## config.mk

```make
export PLATFORM = sky130hd
export DESIGN_NAME = rr_share_arbiter9_flat
export DESIGN_NICKNAME = d
export VERILOG_FILES = /design/src/rtl/rr_share_arbiter9_if.sv /design/src/rtl/rr_share_arbiter9.sv /design/src/flat_wrapper.sv
export SDC_FILE = /design/constraint.sdc
export NUM_CORES = 1
export LEC_CHECK = 0
export BUFFER_PORTS_ARGS = -buffer_cell sky130_fd_sc_hd__buf_2
export CORE_MARGIN = 8
export CORE_UTILIZATION = 54
export DETAILED_ROUTE_END_ITERATION = 6
export GPL_TIMING_DRIVEN = 0
export PLACE_DENSITY = 0.84
export SKIP_LAST_GASP = 1
export SYNTH_ARGS = -nofsm -noshare
export SYNTH_HDL_FRONTEND = slang
export SYNTH_SLANG_ARGS = --single-unit
export TNS_END_PERCENT = 1
```

## constraint.sdc

```tcl
create_clock -name clk -period 6.1 [get_ports clk]
set_input_delay 0.61 -clock clk [delete_from_list [all_inputs] [get_ports clk]]
set_output_delay 0.61 -clock clk [all_outputs]
set_load 0.02 [all_outputs]
```

## src/rtl/rr_share_arbiter9_if.sv

```systemverilog
// Handshake bundle between nine producers, the arbiter and one consumer.
// The arbiter takes the slave view; the producer/consumer side takes master.
interface rr_share_arbiter9_if;
  logic [8:0]   req;
  logic [143:0] data_in;
  logic [8:0]   ack;
  logic [8:0]   gnt;
  logic [3:0]   sel;
  logic         out_valid;
  logic [15:0]  out_data;
  logic         out_ready;

  modport slave (
    input  req, data_in, out_ready,
    output ack, gnt, sel, out_valid, out_data
  );

  modport master (
    output req, data_in, out_ready,
    input  ack, gnt, sel, out_valid, out_data
  );
endinterface

```

## src/rtl/rr_share_arbiter9.sv

```systemverilog
// Round-robin arbiter sharing one 16-bit valid/ready channel among nine
// requesters. Each grant is capped at BURST accepted words, and one IDLE
// cycle always separates consecutive grants.
//
// state | meaning
// IDLE  | no owner; sel=4'hF, gnt=0; picks next requester from ptr
// GRANT | sel owns the channel until BURST transfers or req withdrawal
module rr_share_arbiter9 #(
  parameter int BURST = 4
) (
  input  logic clk,
  input  logic reset,
  rr_share_arbiter9_if.slave bus
);

  localparam int CW = $clog2(BURST + 1);

  typedef enum logic {IDLE, GRANT} state_t;

  state_t        state_q, state_d;
  logic [3:0]    sel_q, sel_d;
  logic [3:0]    ptr_q, ptr_d;
  logic [8:0]    gnt_q, gnt_d;
  logic [CW-1:0] cnt_q, cnt_d;

  logic          found;
  logic [3:0]    pick;
  logic          req_sel;
  logic [15:0]   word_sel;
  logic          valid;
  logic          xfer;
  int            idx;

  // Cyclic priority scan starting at ptr: first pending requester wins.
  always_comb begin
    found = 1'b0;
    pick  = 4'd0;
    idx   = 0;
    for (int i = 0; i < 9; i++) begin
      idx = int'(ptr_q) + i;
      if (idx > 8) idx = idx - 9;
      if (!found && bus.req[idx]) begin
        found = 1'b1;
        pick  = 4'(idx);
      end
    end
  end

  // Nine-to-one selection of the owner's request bit and data word.
  always_comb begin
    req_sel  = 1'b0;
    word_sel = 16'hFFFF;
    for (int k = 0; k < 9; k++) begin
      if (sel_q == 4'(k)) begin
        req_sel  = bus.req[k];
        word_sel = bus.data_in[k*16 +: 16];
      end
    end
  end

  // Output handshake; suppressed during reset so no word is accepted then.
  always_comb begin
    valid         = (state_q == GRANT) && req_sel && !reset;
    xfer          = valid && bus.out_ready;
    bus.out_valid = valid;
    bus.out_data  = valid ? word_sel : 16'hFFFF;
    bus.ack       = xfer ? gnt_q : 9'd0;
    bus.sel       = sel_q;
    bus.gnt       = gnt_q;
  end

  // Next-state logic: grant on request, release on burst end or withdrawal.
  always_comb begin
    state_d = state_q;
    sel_d   = sel_q;
    gnt_d   = gnt_q;
    ptr_d   = ptr_q;
    cnt_d   = cnt_q;
    case (state_q)
      IDLE: begin
        if (found) begin
          sel_d   = pick;
          gnt_d   = 9'b1 << pick;
          cnt_d   = '0;
          state_d = GRANT;
        end
      end
      GRANT: begin
        if (!req_sel || (xfer && cnt_q == CW'(BURST - 1))) begin
          ptr_d   = (sel_q == 4'd8) ? 4'd0 : sel_q + 4'd1;
          cnt_d   = '0;
          sel_d   = 4'hF;
          gnt_d   = 9'd0;
          state_d = IDLE;
        end else if (xfer) begin
          cnt_d = cnt_q + 1'b1;
        end
      end
      default: begin
        sel_d   = 4'hF;
        gnt_d   = 9'd0;
        cnt_d   = '0;
        state_d = IDLE;
      end
    endcase
  end

  // State registers with synchronous reset.
  always_ff @(posedge clk) begin
    if (reset) begin
      state_q <= IDLE;
      sel_q   <= 4'hF;
      gnt_q   <= 9'd0;
      ptr_q   <= 4'd0;
      cnt_q   <= '0;
    end else begin
      state_q <= state_d;
      sel_q   <= sel_d;
      gnt_q   <= gnt_d;
      ptr_q   <= ptr_d;
      cnt_q   <= cnt_d;
    end
  end

endmodule
```

## src/flat_wrapper.sv

```systemverilog
// flat-port wrapper written by rule: the top's interface ports become plain ports
module rr_share_arbiter9_flat 
#(
  parameter int BURST = 4
)
  (clk, reset, bus_req, bus_data_in, bus_out_ready, bus_ack, bus_gnt, bus_sel, bus_out_valid, bus_out_data);
  rr_share_arbiter9_if bus_i ();
  input  logic clk;
  input  logic reset;
  input wire logic [$bits(bus_i.req)-1:0] bus_req;
  input wire logic [$bits(bus_i.data_in)-1:0] bus_data_in;
  input wire logic [$bits(bus_i.out_ready)-1:0] bus_out_ready;
  output wire logic [$bits(bus_i.ack)-1:0] bus_ack;
  output wire logic [$bits(bus_i.gnt)-1:0] bus_gnt;
  output wire logic [$bits(bus_i.sel)-1:0] bus_sel;
  output wire logic [$bits(bus_i.out_valid)-1:0] bus_out_valid;
  output wire logic [$bits(bus_i.out_data)-1:0] bus_out_data;
  assign bus_i.req = bus_req;
  assign bus_i.data_in = bus_data_in;
  assign bus_i.out_ready = bus_out_ready;
  assign bus_ack = bus_i.ack;
  assign bus_gnt = bus_i.gnt;
  assign bus_sel = bus_i.sel;
  assign bus_out_valid = bus_i.out_valid;
  assign bus_out_data = bus_i.out_data;
  rr_share_arbiter9 #(.BURST(BURST)) u_core (.clk(clk), .reset(reset), .bus(bus_i));
endmodule
```

### Word level (Yosys, flattened, before mapping)

Index checks and enable logic that the tools add are counted.
W data, S select, Z words.

| storage, ports and cells | value |
|---|---|
| register bits after elaboration | 21 |
| bits of input ports | 156 |
| output and inout bits | 39 |
| logic and storage cells | 171 |

| cells by class | value |
|---|---|
| $add $sub $neg | 19 |
| order comparisons | 18 |
| eq/ne operators | 12 |
| shift-type cells | 1 |
| mux-type cells | 88 |
| bitwise operators | 1 |
| reductions and logical operators | 27 |

Operator list:

| kind | count |
|---|---|
| $lt A32 B6 Y1 const B | 9 |
| $mux W32 | 9 |
| $gt A32 B5 Y1 const B | 8 |
| $sub A32 B5 Y32 const B | 8 |
| $mux W16 | 10 |
| $mux W4 | 12 |
| $mux W1 | 38 |
| $bmux W1 S4 | 9 |
| $mux W9 | 3 |
| $add A4 B3 Y5 const B | 4 |
| $pmux W9 S2 | 1 |
| $eq A4 B3 Y1 const B | 4 |
| $logic_and A1 B1 Y1 | 12 |
| $add A4 B2 Y5 const B | 2 |
| $logic_not A1 Y1 | 10 |
| $mux W3 | 3 |
| $shl A1 B4 Y9 const A | 1 |
| $eq A4 B2 Y1 const B | 2 |
| $pmux W4 S2 | 1 |
| $pmux W3 S2 | 1 |
| $reduce_and A2 Y1 | 3 |
| $add A4 B1 Y5 const B | 1 |
| $add A4 B4 Y5 const B | 1 |
| $sub A4 B4 Y5 const B | 1 |
| other kinds (13) | 13 |

### Logic depth before layout (Yosys ltp)

Gate-level depths: netlist of the first run.

| logic depth | value |
|---|---|
| depth after elaboration | 33 |
| depth in mapped cells | 20 |
| depth with buffers taken out | 13 |

### Least setup slack after synthesis of the first run

Ideal clock, no wire load.

| timing | value |
|---|---|
| path type | flip-flop to flip-flop |
| from | register u_core.ptr_q[0] |
| to | register u_core.gnt_q[0], in the netlist u_core.bus.gnt[0] |
| library setup time | 0.117 ns |
| arrival time | 4.278 ns |
| required time | 5.983 ns |
| path slack | 1.706 ns |
| stages on the path, launching flop included | 20 |
| buffers on the path | 6 |
| period minus slack after synthesis | 4.394 ns |
| cell sequence | dfxtp_1 > buf_6 > clkinv_1 > clkbuf_1 > clkbuf_1 > ha_1 > buf_2 > buf_1 > and2_1 > a21o_1 > or3_1 > o221a_1 > and3b_1 > or4b_4 > nor3_4 > buf_6 > and4bb_1 > o31ai_1 > and3b_1 > a22o_1 |

| on the way | value |
|---|---|
| longest elaborated chain between the ends | 33 |
| elaborated cells on any way between the ends | 101 |
| classes of those cells | add/sub: 17; order compare: 9; eq/ne: 1; shift: 1; mux: 56; reduce/logical: 17 |

RTL lines:

| what | RTL line | RTL |
|---|---|---|
| from (decl) | rr_share_arbiter9.sv:22 | `logic [3:0] ptr_q, ptr_d;` |
| from (signal assigned) | rr_share_arbiter9.sv:120 | `ptr_q <= ptr_d;` |
| branches (longest 33 deep; another with $sub A32 B5 Y32) | - |  |
| to (signal assigned) | rr_share_arbiter9.sv:119 | `gnt_q <= gnt_d;` |
| to (decl) | rr_share_arbiter9.sv:23 | `logic [8:0] gnt_q, gnt_d;` |

Several ways; the timed one is not identified. The select of a mux whose other input is x is not followed.
A chain may end at the register's enable or synchronous reset.

### Worst setup path in the final report of the first run

| timing | value |
|---|---|
| from | register u_core.ptr_q[0] |
| to | register u_core.gnt_q[1], in the netlist u_core.bus.gnt[1] |

Same word-level chain as after synthesis.

==> impl_metrics.csv, run 1 <==
group,metric,value,unit
setup_path,critical_path.n_buffers_inverters,7,
route,drt_iter0_drc,1395,
setup_path,critPathMaxStageDelay,600,ps
timing,tns,0,ps
global_routing,grt_pass1_vias,8407,
pwr,seqPwrFrac,0.065,
setup_path,worstPathCellList,"buf_6 -> clkinv_1 -> clkbuf_1 -> clkbuf_1 -> ha_1 -> nor2b_1 -> a22o_1 -> o311ai_1 -> a211oi_1 -> or2_1 -> clkbuf_1 -> or2_1 -> buf_2 -> nor3_4 -> buf_6 -> and4bb_1 -> o31ai_1 -> and3b_1 -> a22o_1",
setup_path,critical_path_class,"reg -> reg",
setup_path,start_kind,"register",
placement,place.detailed.hpwl,22.1,mm
floorplanning,die_w,124,µm
clock_tree,clk_latency,250,ps
floorplanning,rows,39,
timing,max_freq,168,MHz
synth,synthArstFlopShare,0,
clock_tree,cts_buffers,3,
timing,finalClockSkew,4.82,ps
global_routing,grt-ovfl-total,0,
floorplanning,ios,195,
route,vias,8806,
pwr,leakagePower,3.07,nW
timing,holdWs,452,ps
synth,synth_fp_nets,1092,
setup_path,crit_required,6290,ps
setup_path,cp_max_fo,11,
clock_tree,path_clk_slew,60,ps
clock_tree,cts_setup_buffers,0,
pwr,pwr-share-clk,0.038,
route,drtPass1Iterations,7,
timing,fin_crit_sh,0.975,
final_layout,nFillCells,1059,
setup_path,rrSetupSlack,150,ps
outcome,violations,"DRC",
pwr,p_per_area,485,nW/µm²
timing,hold_violations,0,
setup_path,reg2reg_depth,19,
clock_tree,hold_buffers,0,
min_path,hold_path.class,"reg -> reg",
setup_path,r2r_end,"u_core.bus.gnt[1]$_SDFFE_PP0P_",
route,totalWireLength,28.1,mm
final_layout,syn_to_final_growth,19.4,%
global_routing,grt_max_degree,16,
floorplanning,coreArea,11400,µm²
final_layout,drive_gt1_frac,0.261,
setup_path,critical_path.startpoint,"u_core.ptr_q[0]$_SDFFE_PP0P_",
global_routing,antenna_found_initial,1,
clock_tree,clock_path_buffers,2,
pwr,p_comb_frac,0.898,
global_routing,grtUsageTotal,0.336,
clock_tree,htree_num_levels,1,
timing,period_needed,5950,ps
timing,slew_viol_final,0,
synth,syn_area,6330,µm²
synth,synth-edff-count,0,
pwr,intPower,0.00153,W
synth,yosys_most_used_dff,"dfxtp_1",
pwr,sw_frac_of_total,0.582,
route,antenna_left,0,
global_routing,grt_pass1_wl,43.8,mm
setup_path,end_kind,"register",
synth,postSynthCellCount,912,
synth,synth-seq-cells,21,
synth,yosysUniqueCellTypes,113,
setup_path,arrival,6140,ps
timing,slew_headroom,0.253,
setup_path,cp_slowest_cell,"clkbuf_1",
floorplanning,dieArea,15400,µm²
final_layout,nets,1290,
clock_tree,clock_sinks,21,
floorplanning,initial_core_util,0.554,
pwr,power_switching,0.00213,W
setup_path,cp.depth,19,
timing,rsz0062_at_grt,"no",
setup_path,crit_family,"buffers and inverters",
clock_tree,cts_root_buf,"clkbuf_16",
setup_path,worstSetupEndpoint,"u_core.bus.gnt[1]$_SDFFE_PP0P_",
setup_path,cpMostUsedCell,"clkbuf_1",
flow_run,drv_cap,0,
clock_tree,cts_tree,"done",
placement,globalplace.congestion,1.08,
synth,synth.avg_cell_area,6.94,µm²
synth,yosysSeqAreaShare,0.0664,
timing,setup_viol,0,
route,drcViolationCount,1,
timing,worst_pin_slew,1120,ps
route,wl_per_cell,22.5,µm
pwr,ir_drop,0.283,mV
floorplanning,die_height,124,µm
outcome,status,"finished with violations",
setup_path,r2r-start,"u_core.ptr_q[0]$_SDFFE_PP0P_",
placement,io_buffers,193,
synth,yosys_warnings,0,
route,via_per_inst,7.03,
-- worst min-delay path by stage --
stage	start	end	slack [ps]	cells past startpoint
4_1_cts	u_core.cnt_q[2]$_SDFFE_PP0P_	u_core.cnt_q[2]$_SDFFE_PP0P_	450	2
3_3_place_gp	u_core.cnt_q[2]$_SDFFE_PP0P_	u_core.cnt_q[2]$_SDFFE_PP0P_	440	2
6_report	u_core.cnt_q[2]$_SDFFE_PP0P_	u_core.cnt_q[2]$_SDFFE_PP0P_	450	2
2_1_floorplan	u_core.cnt_q[2]$_SDFFE_PP0P_	u_core.cnt_q[2]$_SDFFE_PP0P_	430	2
5_1_grt	u_core.cnt_q[2]$_SDFFE_PP0P_	u_core.cnt_q[2]$_SDFFE_PP0P_	470	2
3_5_place_dp	u_core.cnt_q[2]$_SDFFE_PP0P_	u_core.cnt_q[2]$_SDFFE_PP0P_	440	2
-- layout by cell type (no fill, tap or decap), types with 9 or more instances in the layout --
cell      netlist  final
nand3_1        16     16
and2_1         17     17
buf_6           9      9
clkbuf_1       49     48
a31oi_1         9      9
mux2_2          9      9
a21oi_1        50     50
a21o_1         13     13
xnor2_1        23     23
nand2_1        83     83
o21ai_0        64     64
nor2b_1        17     17
inv_1          17     17
o21ai_1        11     11
buf_2          14    207
a211o_1         9      9
dfxtp_1        21     21
or3_1           9      9
nor2_1         62     62
a211oi_1       48     48
nand2b_1       18     18
o211ai_1       14     14
and3_1         16     16
o22ai_1        60     60
ha_1           24     24
nor3_1         20     20
-- state kept, by name, indices dropped and copies added, names as in the netlist --
signal,count
u_core.bus.sel,4
u_core.ptr_q,4
u_core.bus.gnt,9
u_core.state_q,1
u_core.cnt_q,3
-- cell type report --
class                           instances  area, µm²  share of cell area
Inverter                               18       67.6             0.00894
Antenna cell                            1       2.50            0.000331
Buffer                                 82        422              0.0558
Sequential cell                        21        420              0.0556
Clock inverter                          1       5.00            0.000662
Multi-Input combinational cell        791       5420               0.717
Tap cell                              143        179              0.0237
Timing Repair Buffer                  193        966               0.128
Clock buffer                            3       75.1             0.00993
-- what timing repair did --
action	CTS	global route
resized for setup	0	3
hold endpoints to repair	0	0
endpoints found under the setup margin	0	4
-- logic make-up after synthesis --
| group | Yosys count | synth area share |
|---|---|---|
| AOI/OAI and AO/OA | 409 | 0.474 |
| and+or+nand+nor | 313 | 0.264 |
| buffers and inverters | 100 | 0.0769 |
| xor gates and xnor gates | 26 | 0.0372 |
| adders and majority gates | 24 | 0.0474 |
| DFF | 21 | 0.0664 |
| muxes | 19 | 0.0342 |
-- metrics by stage --
stage	instances	util	setup slack (ps)	total power, W	area, µm²
after detailed placement	1248	0.655	343	0.00337	7480
after CTS	1252	0.662	191	0.00352	7560
after floorplan	912	-	1710	0.00263	6330
after global routing	1253	0.662	7.32	0.00388	7560
after global placement	1248	0.655	352	0.00331	7480
final	1253	0.662	154	0.00366	7560
-- cell usage after synthesis (all sizes together), types with 11 or more instances --
master / number / share of area
nand3: 19 / 0.017
ha: 24 / 0.047
buf: 33 / 0.037
mux2: 11 / 0.020
o21ai: 77 / 0.062
xnor2: 24 / 0.034
nand2b: 18 / 0.018
and3: 16 / 0.016
o211ai: 16 / 0.021
nor3: 21 / 0.018
a21oi: 55 / 0.046
nor2: 62 / 0.037
inv: 17 / 0.010
a21o: 13 / 0.015
a211oi: 50 / 0.062
nor2b: 20 / 0.022
o22ai: 60 / 0.059
and2: 18 / 0.018
dfxtp: 21 / 0.066
nand2: 84 / 0.050
clkbuf: 49 / 0.029
-- worst min-delay path, delay by kind of cell (launching register included) --
family          cells  cell delay, ps
flops               1             310
simple gates        1              50
compound gates      1              50
-- power by group through the flow --
stage	Clock [W]	Sequential [W]	Combinational, W
2_1_floorplan	0	0.000250	0.00237
3_3_place_gp	0	0.000234	0.00308
3_5_place_dp	0	0.000235	0.00313
4_1_cts	0.000137	0.000233	0.00315
5_1_grt	0.000143	0.000240	0.00349
6_report	0.000139	0.000237	0.00329
-- layer usage --
layer	GRT usage	vias to the layer above	part of all wire
li1	-	3943	-
met1	0.396	3937	0.36
met2	0.542	756	0.45
met3	0.0855	168	0.13
met4	0.191	2	0.063
met5	0.0163	-	0.0011
(Power assumes the default switching activity.)
==> run 2, diff against run 1 <==
--- a/config.mk
+++ b/config.mk
@@ -6,6 +6,7 @@
 export NUM_CORES = 1
 export LEC_CHECK = 0
 export BUFFER_PORTS_ARGS = -buffer_cell sky130_fd_sc_hd__buf_2
+export CORE_ASPECT_RATIO = 1.5
 export CORE_MARGIN = 8
 export CORE_UTILIZATION = 54
 export DETAILED_ROUTE_END_ITERATION = 6
==> impl_metrics.csv, run 2 (synthesized netlist as in run 1, its figures left out) <==
group,metric,value,unit
timing,worst_pin_slew,1110,ps
route,antenna_left,0,
setup_path,crit_family,"buffers and inverters",
global_routing,grt_pass1_vias,8717,
setup_path,critical_path_class,"reg -> reg",
clock_tree,cts_buffers,3,
clock_tree,hold_buffers,0,
clock_tree,clock_sinks,21,
pwr,leakagePower,3.08,nW
timing,period_needed,5880,ps
setup_path,critical_path.n_buffers_inverters,7,
final_layout,nets,1290,
outcome,status,"complete, no violations",
flow_run,drv_cap,0,
final_layout,layout_common_cells,"207 x buf_2, 83 x nand2_1, 64 x o21ai_0",
timing,hold_violations,0,
floorplanning,dieArea,15500,µm²
route,drt_iter0_drc,1018,
timing,finalClockSkew,5.35,ps
floorplanning,ios,195,
timing,setup_viol,0,
timing,max_freq,170,MHz
clock_tree,cts_setup_buffers,0,
final_layout,mostFrequentLayoutCell,"buf_2",
placement,io_buffers,193,
timing,slew_viol_final,0,
floorplanning,initial_core_util,0.552,
route,drcViolationCount,0,
pwr,ir_drop,0.248,mV
floorplanning,rows,48,
clock_tree,cts_resized,1,
setup_path,cp_max_fo,11,
placement,globalplace.congestion,1.22,
final_layout,largest_reg_flops,9,
placement,place.detailed.hpwl,26.0,mm
pwr,p_total,0.00387,W
route,wl_per_cell,26.6,µm
floorplanning,coreArea,11500,µm²
floorplanning,die_w,104,µm
global_routing,antenna_found_initial,6,
clock_tree,clk_latency,260,ps
global_routing,grt_pass1_wl,49.2,mm
setup_path,end_kind,"register",
global_routing,grt_max_degree,16,
global_routing,grtUsageTotal,0.409,
timing,rsz0062_at_grt,"no",
setup_path,cp_slowest_cell,"or3_1",
clock_tree,htree_num_levels,1,
global_routing,grt-ovfl-total,0,
route,via_per_inst,7.02,
timing,tns,0,ps
min_path,hold_path.class,"reg -> reg",
setup_path,critPathMaxStageDelay,560,ps
setup_path,arrival,6040,ps
pwr,p_per_area,508,nW/µm²
setup_path,crit_required,6260,ps
floorplanning,die_height,149,µm
final_layout,drive_gt1_frac,0.266,
setup_path,start_kind,"register",
clock_tree,path_clk_slew,60,ps
timing,slew_headroom,0.259,
route,vias,8882,
timing,fin_crit_sh,0.963,
setup_path,cpMostUsedCell,"clkbuf_2",
clock_tree,clock_path_buffers,2,
clock_tree,cts_root_buf,"clkbuf_16",
final_layout,final_util,0.664,
final_layout,syn_to_final_growth,20.3,%
clock_tree,cts_tree,"done",
setup_path,worstPathCellList,"buf_6 -> clkinv_1 -> clkbuf_1 -> clkbuf_2 -> ha_1 -> buf_2 -> clkbuf_2 -> clkbuf_2 -> a32oi_2 -> o221a_1 -> or3_1 -> a21oi_1 -> nor2_1 -> and4bb_1 -> o31ai_1 -> nand3b_1 -> a21o_1",
route,totalWireLength,33.6,mm
route,drtPass1Iterations,6,
-- run 2: cell count changes in the layout (fill, tap and decap cells not counted), sizes merged --
cell	change
diode	+5
-- run 2: final cells by class --
type | count | area (µm²)
clock buffers | 3 | 75.1
plain buffers | 82 | 423
inverters | 18 | 67.6
diodes | 6 | 15.0
well taps | 150 | 188
flip-flops and latches | 21 | 420
fillers | 1116 | 3860
clock inverters | 1 | 5.00
multi-input cells | 791 | 5460
repair buffers | 193 | 966
-- run 2: worst register-to-register path: stages, from the launching register on --
cell and delay, ps:
dfxtp_1 530, buf_6 200, clkinv_1 290, clkbuf_1 400
clkbuf_2 370, ha_1 360, buf_2 200, clkbuf_2 330
clkbuf_2 380, a32oi_2 220, o221a_1 210, or3_1 560
a21oi_1 320, nor2_1 210, and4bb_1 280, o31ai_1 540
nand3b_1 180, a21o_1 190
-- run 2: final timing paths --
kind                                                    from                        endpoint  slack (ps)  depth (start not counted)
worst max-delay path            u_core.ptr_q[0]$_SDFFE_PP0P_  u_core.bus.sel[3]$_SDFFE_PP1P_         220                         17
worst min-delay path            u_core.cnt_q[1]$_SDFFE_PP0P_    u_core.cnt_q[1]$_SDFFE_PP0P_         470                          2
worst max register to register  u_core.ptr_q[0]$_SDFFE_PP0P_  u_core.bus.sel[3]$_SDFFE_PP1P_         220                         17
worst min register to register  u_core.cnt_q[1]$_SDFFE_PP0P_    u_core.cnt_q[1]$_SDFFE_PP0P_         470                          2
-- run 2: stage by stage --
stage	worst slack, ps	area (µm²)	std cells	hold slack [ps]
2_1_floorplan	1710	6330	912	432
3_3_place_gp	-131	7480	1255	441
3_5_place_dp	-109	7480	1255	454
4_1_cts	28.1	7570	1259	464
5_1_grt	91.8	7610	1265	474
6_report	224	7610	1265	465
-- run 2: where the power goes --
part / switching (W) / internal, W
Combinational: 0.00220 / 0.00128
Sequential: 0.0000626 / 0.000178
Clock: 0.0000581 / 0.0000884
-- run 2: routing by layer --
layer	GRT usage	vias to the layer above	share of wire
met3	0.0927	177	0.11
met5	0	-	0
met4	0.342	0	0.082
met2	0.700	716	0.47
li1	-	3948	-
met1	0.418	4041	0.34
==> run 3, diff against run 2 <==
--- a/config.mk
+++ b/config.mk
@@ -7,7 +7,6 @@
 export LEC_CHECK = 0
 export BUFFER_PORTS_ARGS = -buffer_cell sky130_fd_sc_hd__buf_2
 export CORE_ASPECT_RATIO = 1.5
-export CORE_MARGIN = 8
 export CORE_UTILIZATION = 54
 export DETAILED_ROUTE_END_ITERATION = 6
 export GPL_TIMING_DRIVEN = 0
==> impl_metrics.csv, run 3 (synthesized netlist as in run 1, its figures left out) <==
group,metric,value,unit
outcome,status,"complete, no violations",
pwr,p_total,0.00378,W
pwr,intPower,0.00153,W
clock_tree,htree_num_levels,1,
setup_path,cp_max_fo,11,
clock_tree,cts_tree,"done",
timing,slew_viol_final,0,
setup_path,end_kind,"register",
global_routing,grt-ovfl-total,0,
global_routing,grt_max_degree,16,
route,drt_iter0_drc,1042,
global_routing,antenna_found_initial,2,
setup_path,start_kind,"register",
flow_run,drv_cap,0,
floorplanning,dieArea,12200,µm²
pwr,power_switching,0.00224,W
final_layout,layout_common_cells,"207 x buf_2, 83 x nand2_1, 63 x o21ai_0",
pwr,seqPwrFrac,0.065,
route,vias,9043,
timing,hold_violations,0,
floorplanning,rows,48,
clock_tree,cts_buffers,3,
setup_path,arrival,6130,ps
pwr,sw_frac_of_total,0.594,
global_routing,grt_pass1_wl,47.5,mm
final_layout,syn_to_final_growth,19.6,%
pwr,p_per_area,499,nW/µm²
timing,rsz0062_at_grt,"no",
global_routing,grtUsageTotal,0.513,
pwr,leakagePower,3.07,nW
clock_tree,clk_latency,270,ps
clock_tree,clock_path_buffers,2,
clock_tree,path_clk_slew,70,ps
final_layout,nets,1290,
placement,io_buffers,193,
setup_path,rrSetupSlack,180,ps
timing,setup_viol,0,
setup_path,worstSetupEndpoint,"u_core.bus.gnt[1]$_SDFFE_PP0P_",
timing,finalClockSkew,8.45,ps
route,wl_per_cell,25.2,µm
pwr,pwr-share-clk,0.040,
final_layout,drive_gt1_frac,0.263,
final_layout,nFillCells,1076,
route,drcViolationCount,0,
clock_tree,clock_sinks,21,
route,totalWireLength,31.8,mm
floorplanning,coreArea,11500,µm²
setup_path,reg2reg_depth,18,
placement,dp_cells,1255,
placement,place.detailed.hpwl,24.8,mm
floorplanning,ios,195,
placement,globalplace.congestion,1.20,
route,via_per_inst,7.18,
timing,fin_crit_sh,0.971,
route,drtPass1Iterations,6,
timing,max_freq,169,MHz
setup_path,crit_required,6310,ps
route,antenna_left,0,
timing,worst_pin_slew,1050,ps
clock_tree,hold_buffers,0,
timing,period_needed,5920,ps
setup_path,r2r_end,"u_core.bus.gnt[1]$_SDFFE_PP0P_",
setup_path,critical_path_class,"reg -> reg",
clock_tree,cts_root_buf,"clkbuf_16",
floorplanning,die_height,135,µm
setup_path,critical_path.startpoint,"u_core.ptr_q[0]$_SDFFE_PP0P_",
final_layout,largest_reg_flops,9,
floorplanning,die_w,90.4,µm
pwr,ir_drop,0.273,mV
pwr,p_comb_frac,0.896,
final_layout,final_cells,1260,
setup_path,r2r-start,"u_core.ptr_q[0]$_SDFFE_PP0P_",
global_routing,grt_pass1_vias,8517,
timing,slew_headroom,0.302,
min_path,hold_path.class,"reg -> reg",
final_layout,mostFrequentLayoutCell,"buf_2",
floorplanning,initial_core_util,0.552,
run 3: changes by cell type in the layout (fill, tap and decap cells not counted), sizes merged:
cell,before,now
diode,6,1
run 3: power groups by stage:
stage	clock (W)	combinational, W	sequential, W
2_1_floorplan	0	0.00237	0.000250
3_3_place_gp	0	0.00318	0.000238
3_5_place_dp	0	0.00321	0.000240
4_1_cts	0.000147	0.00322	0.000237
5_1_grt	0.000150	0.00356	0.000245
6_report	0.000149	0.00338	0.000244
run 3: worst max-delay path, stage by stage (launching register included):
cell and delay (ps):
dfxtp_1 540, buf_6 200, clkinv_1 240, clkbuf_2 350, clkbuf_2 360, ha_1 360, buf_2 200, clkbuf_2 320
nand2b_1 500, o21a_1 200, nor2_1 50, a21oi_1 320, o311ai_2 190, a32oi_1 480, nor2_1 300, and4bb_1 290
o31ai_1 530, and3b_1 260, a22o_1 130
run 3: layer usage:
layer | track usage | vias to the layer above | routed length (µm)
li1 | - | 3934 | -
met1 | 0.520 | 4056 | 10400
met2 | 0.835 | 793 | 14200
met3 | 0.155 | 260 | 3780
met4 | 0.495 | 0 | 3440
met5 | 0 | - | 0
run 3: area by class of cell:
| cell class | count | area (µm²) | area share |
|---|---|---|---|
| Antenna cell | 1 | 2.50 | 0.000330 |
| Buffer | 82 | 424 | 0.0560 |
| Clock buffer | 3 | 75.1 | 0.00991 |
| Clock inverter | 1 | 5.00 | 0.000661 |
| Inverter | 18 | 67.6 | 0.00892 |
| Multi-Input combinational cell | 791 | 5420 | 0.716 |
| Sequential cell | 21 | 422 | 0.0557 |
| Tap cell | 150 | 188 | 0.0248 |
| Timing Repair Buffer | 193 | 966 | 0.128 |
run 3: timing repair:
action | in CTS | in global routing
setup buffers | 0 | 0
setup endpoints to repair | 7 | 16
resized for setup | 2 | 6
run 3: how the worst min path moves through the flow:
stage | startpoint | end | cells after the start
6_report | u_core.cnt_q[2]$_SDFFE_PP0P_ | u_core.cnt_q[2]$_SDFFE_PP0P_ | 2
5_1_grt | u_core.cnt_q[2]$_SDFFE_PP0P_ | u_core.cnt_q[2]$_SDFFE_PP0P_ | 2
4_1_cts | u_core.cnt_q[2]$_SDFFE_PP0P_ | u_core.cnt_q[2]$_SDFFE_PP0P_ | 2
3_5_place_dp | u_core.cnt_q[2]$_SDFFE_PP0P_ | u_core.cnt_q[2]$_SDFFE_PP0P_ | 2
3_3_place_gp | u_core.cnt_q[2]$_SDFFE_PP0P_ | u_core.cnt_q[2]$_SDFFE_PP0P_ | 2
2_1_floorplan | u_core.cnt_q[2]$_SDFFE_PP0P_ | u_core.cnt_q[2]$_SDFFE_PP0P_ | 2
run 3: metrics by stage:
stage / hold slack, ps / utilization / worst slack [ps] / area [µm²] / TNS (ps)
floorplan: 432 / - / 1710 / 6330 / 0
global placement: 441 / 0.652 / -71.6 / 7480 / -222
detailed placement: 448 / 0.652 / -40.5 / 7480 / -111
CTS: 456 / 0.660 / 57.8 / 7570 / 0
global route: 467 / 0.660 / 13.5 / 7570 / 0
finish: 455 / 0.660 / 178 / 7570 / 0
